$ cat src/rtl/dwt97_line_sequencer.sv
`default_nettype none
// +--------------------------------------------------------------------------+
// | dwt97_line_sequencer: wraps each input line in symmetric extension for   |
// | the 9/7 lifting unit. Optional stall counter: define DWT_SEQ_PERF_EN.     |
// | Revision: 1.0                                                             |
// +--------------------------------------------------------------------------+
module dwt97_line_sequencer #(
  parameter int DataWidth       = 16,
  parameter int MaximumSideSize = 512,
  parameter int ExtPairs        = 2
) (
  input  logic                                 clk_i,
  input  logic                                 rst_ni,
  input  logic                                 cfg_start_i,
  input  logic [$clog2(MaximumSideSize/2):0]   cfg_pairs_i,
  input  logic [$clog2(MaximumSideSize):0]     cfg_lines_i,
  output logic                                 busy_o,
  output logic                                 done_o,
  output logic                                 err_o,
`ifdef DWT_SEQ_PERF_EN
  output logic [31:0]                          perf_stall_o,
`endif
  output logic                                 s_ready_o,
  input  logic                                 s_valid_i,
  input  logic [2*DataWidth-1:0]               s_data_i,
  input  logic                                 m_ready_i,
  output logic                                 m_valid_o,
  output logic                                 m_sof_o,
  output logic                                 m_eol_o,
  output logic [2*DataWidth-1:0]               m_data_o
);

  localparam int c_PW = $clog2(MaximumSideSize/2) + 1;
  localparam int c_LW = $clog2(MaximumSideSize) + 1;
  localparam int c_BW = 2 * DataWidth;
  localparam int c_IW = $clog2(ExtPairs + 1);

  localparam logic [c_IW-1:0] c_E_IDX   = c_IW'(ExtPairs);
  localparam logic [c_IW-1:0] c_ONE_I   = c_IW'(1);
  localparam logic [c_PW-1:0] c_ONE_P   = c_PW'(1);
  localparam logic [c_PW-1:0] c_E_P     = c_PW'(ExtPairs);
  localparam logic [c_PW-1:0] c_E_M1_P  = c_PW'(ExtPairs - 1);
  localparam logic [c_PW-1:0] c_MIN_P   = c_PW'(ExtPairs + 1);
  localparam logic [c_PW-1:0] c_MAX_P   = c_PW'(MaximumSideSize / 2);
  localparam logic [c_LW-1:0] c_ONE_L   = c_LW'(1);

  localparam logic [2:0] c_IDLE = 3'd0;
  localparam logic [2:0] c_FILL = 3'd1;
  localparam logic [2:0] c_PRE  = 3'd2;
  localparam logic [2:0] c_HEAD = 3'd3;
  localparam logic [2:0] c_PASS = 3'd4;
  localparam logic [2:0] c_POST = 3'd5;

  logic [2:0]      state_q, state_d;
  logic [c_PW-1:0] pairs_q, pairs_d, cnt_q, cnt_d;
  logic [c_LW-1:0] lines_q, lines_d, line_q, line_d;
  logic [c_BW-1:0] hist_q [ExtPairs+1];
  logic [c_BW-1:0] hist_d [ExtPairs+1];
  logic            err_q, err_d, done_q, done_d;

  logic            w_m_valid, w_fire, w_cfg_bad, w_last_line;
  logic [c_IW-1:0] w_idx, w_odd_idx, w_even_idx;
  logic [c_BW-1:0] w_mirror;

  // PRE and POST share the same mirror indexing: odd from H[E-1-cnt], even from H[E-cnt].
  assign w_idx       = cnt_q[c_IW-1:0];
  assign w_even_idx  = c_E_IDX - w_idx;
  assign w_odd_idx   = w_even_idx - c_ONE_I;
  assign w_mirror    = {hist_q[w_odd_idx][c_BW-1:DataWidth], hist_q[w_even_idx][DataWidth-1:0]};
  assign w_cfg_bad   = (cfg_pairs_i < c_MIN_P) || (cfg_lines_i == '0) || (cfg_pairs_i > c_MAX_P);
  assign w_last_line = (line_q == lines_q - c_ONE_L);
  assign w_fire      = w_m_valid & m_ready_i;

  always_ff @(posedge clk_i or negedge rst_ni) begin
    if (!rst_ni) begin
      state_q <= c_IDLE;
      pairs_q <= '0;
      lines_q <= '0;
      line_q  <= '0;
      cnt_q   <= '0;
      err_q   <= 1'b0;
      done_q  <= 1'b0;
      for (int i = 0; i <= ExtPairs; i++) hist_q[i] <= '0;
    end else begin
      state_q <= state_d;
      pairs_q <= pairs_d;
      lines_q <= lines_d;
      line_q  <= line_d;
      cnt_q   <= cnt_d;
      err_q   <= err_d;
      done_q  <= done_d;
      hist_q  <= hist_d;
    end
  end

  always_comb begin
    state_d = state_q;
    pairs_d = pairs_q;
    lines_d = lines_q;
    line_d  = line_q;
    cnt_d   = cnt_q;
    err_d   = err_q;
    done_d  = 1'b0;
    hist_d  = hist_q;
    case (state_q)
      c_IDLE: if (cfg_start_i) begin
        if (w_cfg_bad) begin
          err_d = 1'b1;
        end else begin
          pairs_d = cfg_pairs_i;
          lines_d = cfg_lines_i;
          err_d   = 1'b0;
          line_d  = '0;
          cnt_d   = '0;
          state_d = c_FILL;
        end
      end
      c_FILL: if (s_valid_i) begin
        hist_d[w_idx] = s_data_i;
        if (cnt_q == c_E_P) begin
          cnt_d   = '0;
          state_d = c_PRE;
        end else begin
          cnt_d = cnt_q + c_ONE_P;
        end
      end
      c_PRE: if (w_fire) begin
        if (cnt_q == c_E_M1_P) begin
          cnt_d   = '0;
          state_d = c_HEAD;
        end else begin
          cnt_d = cnt_q + c_ONE_P;
        end
      end
      c_HEAD: if (w_fire) begin
        if (cnt_q == c_E_P) begin
          // In PASS the counter tracks the absolute pair index of the line.
          if (pairs_q > c_MIN_P) begin
            cnt_d   = c_MIN_P;
            state_d = c_PASS;
          end else begin
            cnt_d   = '0;
            state_d = c_POST;
          end
        end else begin
          cnt_d = cnt_q + c_ONE_P;
        end
      end
      c_PASS: if (w_fire) begin
        for (int i = 0; i < ExtPairs; i++) hist_d[i] = hist_q[i+1];
        hist_d[ExtPairs] = s_data_i;
        if (cnt_q == pairs_q - c_ONE_P) begin
          cnt_d   = '0;
          state_d = c_POST;
        end else begin
          cnt_d = cnt_q + c_ONE_P;
        end
      end
      c_POST: if (w_fire) begin
        if (cnt_q == c_E_M1_P) begin
          cnt_d = '0;
          if (w_last_line) begin
            done_d  = 1'b1;
            state_d = c_IDLE;
          end else begin
            line_d  = line_q + c_ONE_L;
            state_d = c_FILL;
          end
        end else begin
          cnt_d = cnt_q + c_ONE_P;
        end
      end
      default: state_d = c_IDLE;
    endcase
  end

  always_comb begin
    s_ready_o = 1'b0;
    w_m_valid = 1'b0;
    m_sof_o   = 1'b0;
    m_eol_o   = 1'b0;
    m_data_o  = '0;
    case (state_q)
      c_FILL: s_ready_o = 1'b1;
      c_PRE: begin
        w_m_valid = 1'b1;
        m_data_o  = w_mirror;
        m_sof_o   = (line_q == '0) && (cnt_q == '0);
      end
      c_HEAD: begin
        w_m_valid = 1'b1;
        m_data_o  = hist_q[w_idx];
      end
      c_PASS: begin
        s_ready_o = m_ready_i;
        w_m_valid = s_valid_i;
        m_data_o  = s_data_i;
      end
      c_POST: begin
        w_m_valid = 1'b1;
        m_data_o  = w_mirror;
        m_eol_o   = (cnt_q == c_E_M1_P);
      end
      default: ;
    endcase
  end

  assign m_valid_o = w_m_valid;
  assign busy_o    = (state_q != c_IDLE);
  assign done_o    = done_q;
  assign err_o     = err_q;

`ifdef DWT_SEQ_PERF_EN
  logic [31:0] perf_q, perf_d;

  always_comb begin
    perf_d = perf_q;
    if ((state_q == c_IDLE) && cfg_start_i && !w_cfg_bad) begin
      perf_d = '0;
    end else if (w_m_valid && !m_ready_i && (perf_q != 32'hFFFF_FFFF)) begin
      perf_d = perf_q + 32'd1;
    end
  end

  always_ff @(posedge clk_i or negedge rst_ni) begin
    if (!rst_ni) perf_q <= '0;
    else         perf_q <= perf_d;
  end

  assign perf_stall_o = perf_q;
`endif

endmodule
`default_nettype wire

$ cat config.mk
export PLATFORM = sky130hd
export DESIGN_NAME = dwt97_line_sequencer
export DESIGN_NICKNAME = d
export VERILOG_FILES = /design/src/rtl/dwt97_line_sequencer.sv
export SDC_FILE = /design/constraint.sdc
export NUM_CORES = 1
export LEC_CHECK = 0
export CORE_AREA = 3 3 126 176
export DETAILED_ROUTE_END_ITERATION = 7
export DIE_AREA = 0 0 129 179
export PLACE_DENSITY_LB_ADDON = 0.25
export SLEW_MARGIN = 20
export SYNTH_ARGS = -nofsm -noshare
export SYNTH_HDL_FRONTEND = slang
export SYNTH_SLANG_ARGS = --single-unit
$ cat constraint.sdc
create_clock -name clk_i -period 8.6 [get_ports clk_i]
set_input_delay 1.29 -clock clk_i [delete_from_list [all_inputs] [get_ports clk_i]]
set_output_delay 1.29 -clock clk_i [all_outputs]
set_load 0.1 [all_outputs]
==> run summary <==
Clock latency on the worst-skew pair, taken at its later pin, is 0.43 ns. The cell family contributing the most delay on the critical path is buffers and inverters. CTS placed an instance of sky130_fd_sc_hd__clkbuf_16 at the clock tree root. The critical setup path kind is reg2out. Synthesis instantiated 60 different standard cells from the library. The die is 129 um wide. Setup repair after global routing left no endpoint under its margin. For the final HPWL from detailed placement, the log shows 14.4 mm. The path with the worst hold slack has its endpoint at err_o. The post-detailed-placement cell area is 9350 um^2. For this run, the total global-route usage over all layers was measured as 20.3%. The total via count in the routed design came out at 7,279. The actual transition at the worst max-transition pin is 1.09 ns, and the effective utilization at floorplan is 39.9%. The logs give 0 for the warning count from the yosys run and 0 ns for the final sum of negative setup slack. The routed via count divided by cell count came out at 5.98.

The time the final worst path needs with I/O delays and setup is 6.21 ns. In this run, synthesis inferred 0 flip-flops with an integrated enable. The worst slack at placement was 2.58 ns.

The tools report the cell count after synthesis as 890. Via count of the first global-routing pass: 7,169. The first detailed-routing pass ran for 6 iterations.

Final worst-path setup slack: 2.39 ns. At the worst endpoint, the arrival time is 4.92 ns. Buffers added to address setup during post-CTS repair amount to 0.

Summing the sequential cell areas from Yosys gives 42.2% of the chip area. The final core area utilization came out at 48.2%. The tools report the number of antenna violations at the first check in global routing as 0. Across the VDD grid, the largest voltage drop is 0.000241 V. The max-slew violation total from the final report is 0, and the site row count is 62.

Synthesized-area fraction occupied by xor and xnor cells: 3.08%. The run gives 0 as the final count of negative-setup-slack endpoints. The tree built by TritonCTS fans out to 139 sinks.

After synthesis, the largest family of logic cells by area is compound AO/OA/AOI/OAI gates. The pin count of the biggest net entering global routing was 71. The area growth from synthesis to layout is 20.8%.

Summed over all cells, the static leakage comes to 4.01 nW. The flow ran to the end, and the final reports show no timing, DRC or antenna violations. The count of nets left with antenna violations once routing finished came out at 0. The run gives 0 as the final count of hold timing violations. The die is 179 um tall. On the final layout, the worst hold slack is 0.501 ns. The worst hold path begins at err_o.

For this design the top-level I/O count stands at 95. The average cell area after synthesis works out to 9.26 um^2. The run gives 0 as the number of maximum-capacitance constraint violations.

In this run, post-CTS repair resized a total of 0 instances. The post-route clock skew is 0.00982 ns. The primary flip-flop cell chosen by synthesis mapping was sky130_fd_sc_hd__dfrtp_1. TritonCTS built the clock tree.

The maximum fanout along the worst path was 48; the number of instances on the worst hold path was 2. The area fraction in compound gates after synthesis is 22.0%, and the number of H-tree levels is 4. Placeable core region: 20,600 um^2. The critical path data required time is 7.31 ns. In this run the tightest slew margin relative to its limit is 27.6%. Of the cells placed in the final design, the portion with a size suffix greater than 1 is 13.6%. The final layout contains routed wiring with a total length of 23.5 mm. The die outline area came out at 23,100 um^2.

The signal on the critical path passes through buf_4, inv_1, ha_1, inv_1, o21ai_0, o21ai_0, buf_4, and2_1, a22oi_1, o21ai_0, clkdlybuf4s50_1. In this run the deepest clock path goes through 2 buffers. The area share of fa/ha/maj cells after synthesis was 1.37%; the number of buffers inserted for hold repair after clock tree synthesis was 0. The worst-path cell with the longest stage delay was sky130_fd_sc_hd__ha_1. Power spread over the standard cell area amounts to 415 nW/um^2.

Across the whole layout, storage elements account for 3480 um^2. The number of synthesized register bits came out at 139. The mean routed wirelength per cell was 19.3 um.

After filler insertion, the fill cell instance count of the layout stands at 1,983. The cell repeated most along the worst path is sky130_fd_sc_hd__o21ai_0. The repair_antennas step left the layout with diodes totalling 0. The delay contributed by the slowest stage of the critical path is 1.05 ns, and the share of cell area taken by muxes after synthesis is 12.9%. The startpoint identified for the worst register-to-register timing path is state_q[0]. The logs give 8240 um^2 for the post-synthesis instance area and 0.779 for the final weighted congestion in routability-driven placement. Clock tree synthesis inserted a total of 17 buffers. The endpoint identified for the worst register-to-register timing path is hist_q[21]. The async set-reset flop share out of synthesis was 100%. In this run, the number of DRC markers left after iteration 0 of detailed routing was 728.

The peak clock frequency supported by timing is 161 MHz, and the first-pass GRT wire length is 37.5 mm. For this run, design rule violations remaining after detail routing come to 0. STA classifies the critical path startpoint as a register. The worst hold path belongs to the class reg2reg. The total overflow left after global routing is 0. The worst reg-to-reg path cell count was 9; the number of nets in the synthesized netlist was 955. Of the available clock period, the critical path in the final layout requires 72.2%. Clock-pin slew was measured on the worst setup and hold paths at 0.06 ns. Count of buffer and inverter cells on the critical path: 5. For flop-to-flop paths, the worst setup slack is 5.22 ns.

In the final design database the tool counted 1,014 nets. The synthesized netlist devotes 14.6% of its cell area to simple gates. The critical path capture point type was an output port. In this run the tool buffered the top-level ports with 94 buffer cells.

Once layout is done, the placed cells without fillers occupy 9950 um^2. In the final layout, the multi-input gates occupy 4450 um^2.
## state kept, by name, summed over array words and instances (netlist names)
name / flops
line_q: 10
state_q: 3
pairs_q: 9
done_o: 1
hist_q: 96
cnt_q: 9
err_o: 1
lines_q: 10
## tightest hold or removal path: stages (launching register included)
cell                      delay [ns]
sky130_fd_sc_hd__dfrtp_1        0.34
sky130_fd_sc_hd__nor2_1         0.05
sky130_fd_sc_hd__nor2_1         0.07
## power breakdown
part / total (mW) / switching, mW / leakage [nW] / internal (mW)
Combinational: 2.18 / 1.42 / 2.00 / 0.756
Clock: 0.754 / 0.338 / 0.297 / 0.416
Sequential: 1.20 / 0.270 / 1.71 / 0.926
## cell usage in the layout, fill, tap and decap left out, types with 3 or more instances in the layout
master	count
sky130_fd_sc_hd__xnor2_1	21
sky130_fd_sc_hd__a21o_1	3
sky130_fd_sc_hd__and3_1	8
sky130_fd_sc_hd__o221ai_1	4
sky130_fd_sc_hd__inv_6	4
sky130_fd_sc_hd__nor4b_1	4
sky130_fd_sc_hd__nor2_1	115
sky130_fd_sc_hd__o22ai_1	66
sky130_fd_sc_hd__nand2_1	39
sky130_fd_sc_hd__a32oi_1	13
sky130_fd_sc_hd__a222oi_1	12
sky130_fd_sc_hd__o32ai_1	4
sky130_fd_sc_hd__or3_1	5
sky130_fd_sc_hd__inv_1	13
sky130_fd_sc_hd__nand2b_1	12
sky130_fd_sc_hd__nor3_1	10
sky130_fd_sc_hd__dfrtp_1	138
sky130_fd_sc_hd__nand3_1	18
sky130_fd_sc_hd__buf_4	15
sky130_fd_sc_hd__inv_8	6
sky130_fd_sc_hd__mux2_2	68
sky130_fd_sc_hd__o21ai_0	48
sky130_fd_sc_hd__nand4_1	4
sky130_fd_sc_hd__and2_1	6
sky130_fd_sc_hd__nor4_1	7
sky130_fd_sc_hd__xor2_1	8
sky130_fd_sc_hd__a31oi_1	5
sky130_fd_sc_hd__mux2i_1	30
sky130_fd_sc_hd__a221o_1	4
sky130_fd_sc_hd__clkdlybuf4s50_1	93
sky130_fd_sc_hd__clkbuf_16	17
sky130_fd_sc_hd__a22oi_1	17
sky130_fd_sc_hd__ha_1	9
sky130_fd_sc_hd__a32o_1	3
sky130_fd_sc_hd__a21oi_1	86
sky130_fd_sc_hd__o211ai_1	4
## cells in the mapped netlist (3+ instances only)
library cell	instances	area [um^2]
sky130_fd_sc_hd__dfrtp_1	139	3480
sky130_fd_sc_hd__nor2_1	117	439
sky130_fd_sc_hd__a21oi_1	86	430
sky130_fd_sc_hd__mux2_2	68	766
sky130_fd_sc_hd__o22ai_1	66	413
sky130_fd_sc_hd__o21ai_0	48	240
sky130_fd_sc_hd__clkbuf_1	47	176
sky130_fd_sc_hd__nand2_1	40	150
sky130_fd_sc_hd__mux2i_1	30	300
sky130_fd_sc_hd__xnor2_1	21	184
sky130_fd_sc_hd__nand3_1	18	90.1
sky130_fd_sc_hd__a22oi_1	17	128
sky130_fd_sc_hd__buf_1	17	63.8
sky130_fd_sc_hd__a32oi_1	13	114
sky130_fd_sc_hd__inv_1	13	48.8
sky130_fd_sc_hd__a222oi_1	12	120
sky130_fd_sc_hd__nand2b_1	12	75.1
sky130_fd_sc_hd__nor3_1	10	50.1
sky130_fd_sc_hd__ha_1	9	113
sky130_fd_sc_hd__and3_1	8	50.1
sky130_fd_sc_hd__xor2_1	8	70.1
sky130_fd_sc_hd__and2_1	7	43.8
sky130_fd_sc_hd__nor4_1	7	43.8
sky130_fd_sc_hd__a31oi_1	5	31.3
sky130_fd_sc_hd__or3_1	5	31.3
sky130_fd_sc_hd__a221o_1	4	40.0
sky130_fd_sc_hd__buf_2	4	20.0
sky130_fd_sc_hd__nand4_1	4	25.0
sky130_fd_sc_hd__nor4b_1	4	35.0
sky130_fd_sc_hd__o211ai_1	4	30.0
sky130_fd_sc_hd__o221ai_1	4	35.0
sky130_fd_sc_hd__o32ai_1	4	35.0
sky130_fd_sc_hd__a21o_1	3	22.5
sky130_fd_sc_hd__a32o_1	3	30.0
sky130_fd_sc_hd__o21a_1	3	22.5
## worst max-delay path by stage
stage / end / cells past startpoint / startpoint
final: m_data_o[0] / 11 / cnt_q[0]
after global routing: m_data_o[31] / 9 / cnt_q[0]
after CTS: m_data_o[31] / 9 / cnt_q[0]
after detailed placement: m_data_o[31] / 9 / cnt_q[0]
after global placement: m_data_o[31] / 9 / cnt_q[0]
after floorplan: m_data_o[17] / 10 / cnt_q[0]
## cell type report
class / count / area share [%]
Multi-Input combinational cell: 669 / 44.7
Sequential cell: 139 / 35.0
Timing Repair Buffer: 109 / 10.6
Clock buffer: 17 / 4.27
Tap cell: 256 / 3.22
Clock inverter: 15 / 1.72
Inverter: 13 / 0.490
## cells by family (layout without fill, tap and decap cells)
group,count (synthesis),after routing
compound gates,283,283
xor+xnor,29,29
mux,98,98
fa+ha+maj,9,9
simple gates,250,250
buf+inv,82,154
flops,139,139
## per-layer routing
layer  up-vias  part of all wire, %  global-route usage, %
met2       238                   51                   34.8
met1      3590                   43                   26.3
met4         0                  1.1                   5.87
met5         -                    0                      0
li1       3431                    -                      -
met3        20                  5.2                   3.55
## through the flow
step                      cells  total power, mW
after floorplan             890             2.81
after global placement     1186             3.33
after detailed placement   1186             3.37
after CTS                  1218             4.13
after global routing       1218             4.37
final                      1218             4.13
No activity file was read; power rests on OpenSTA's default activity.
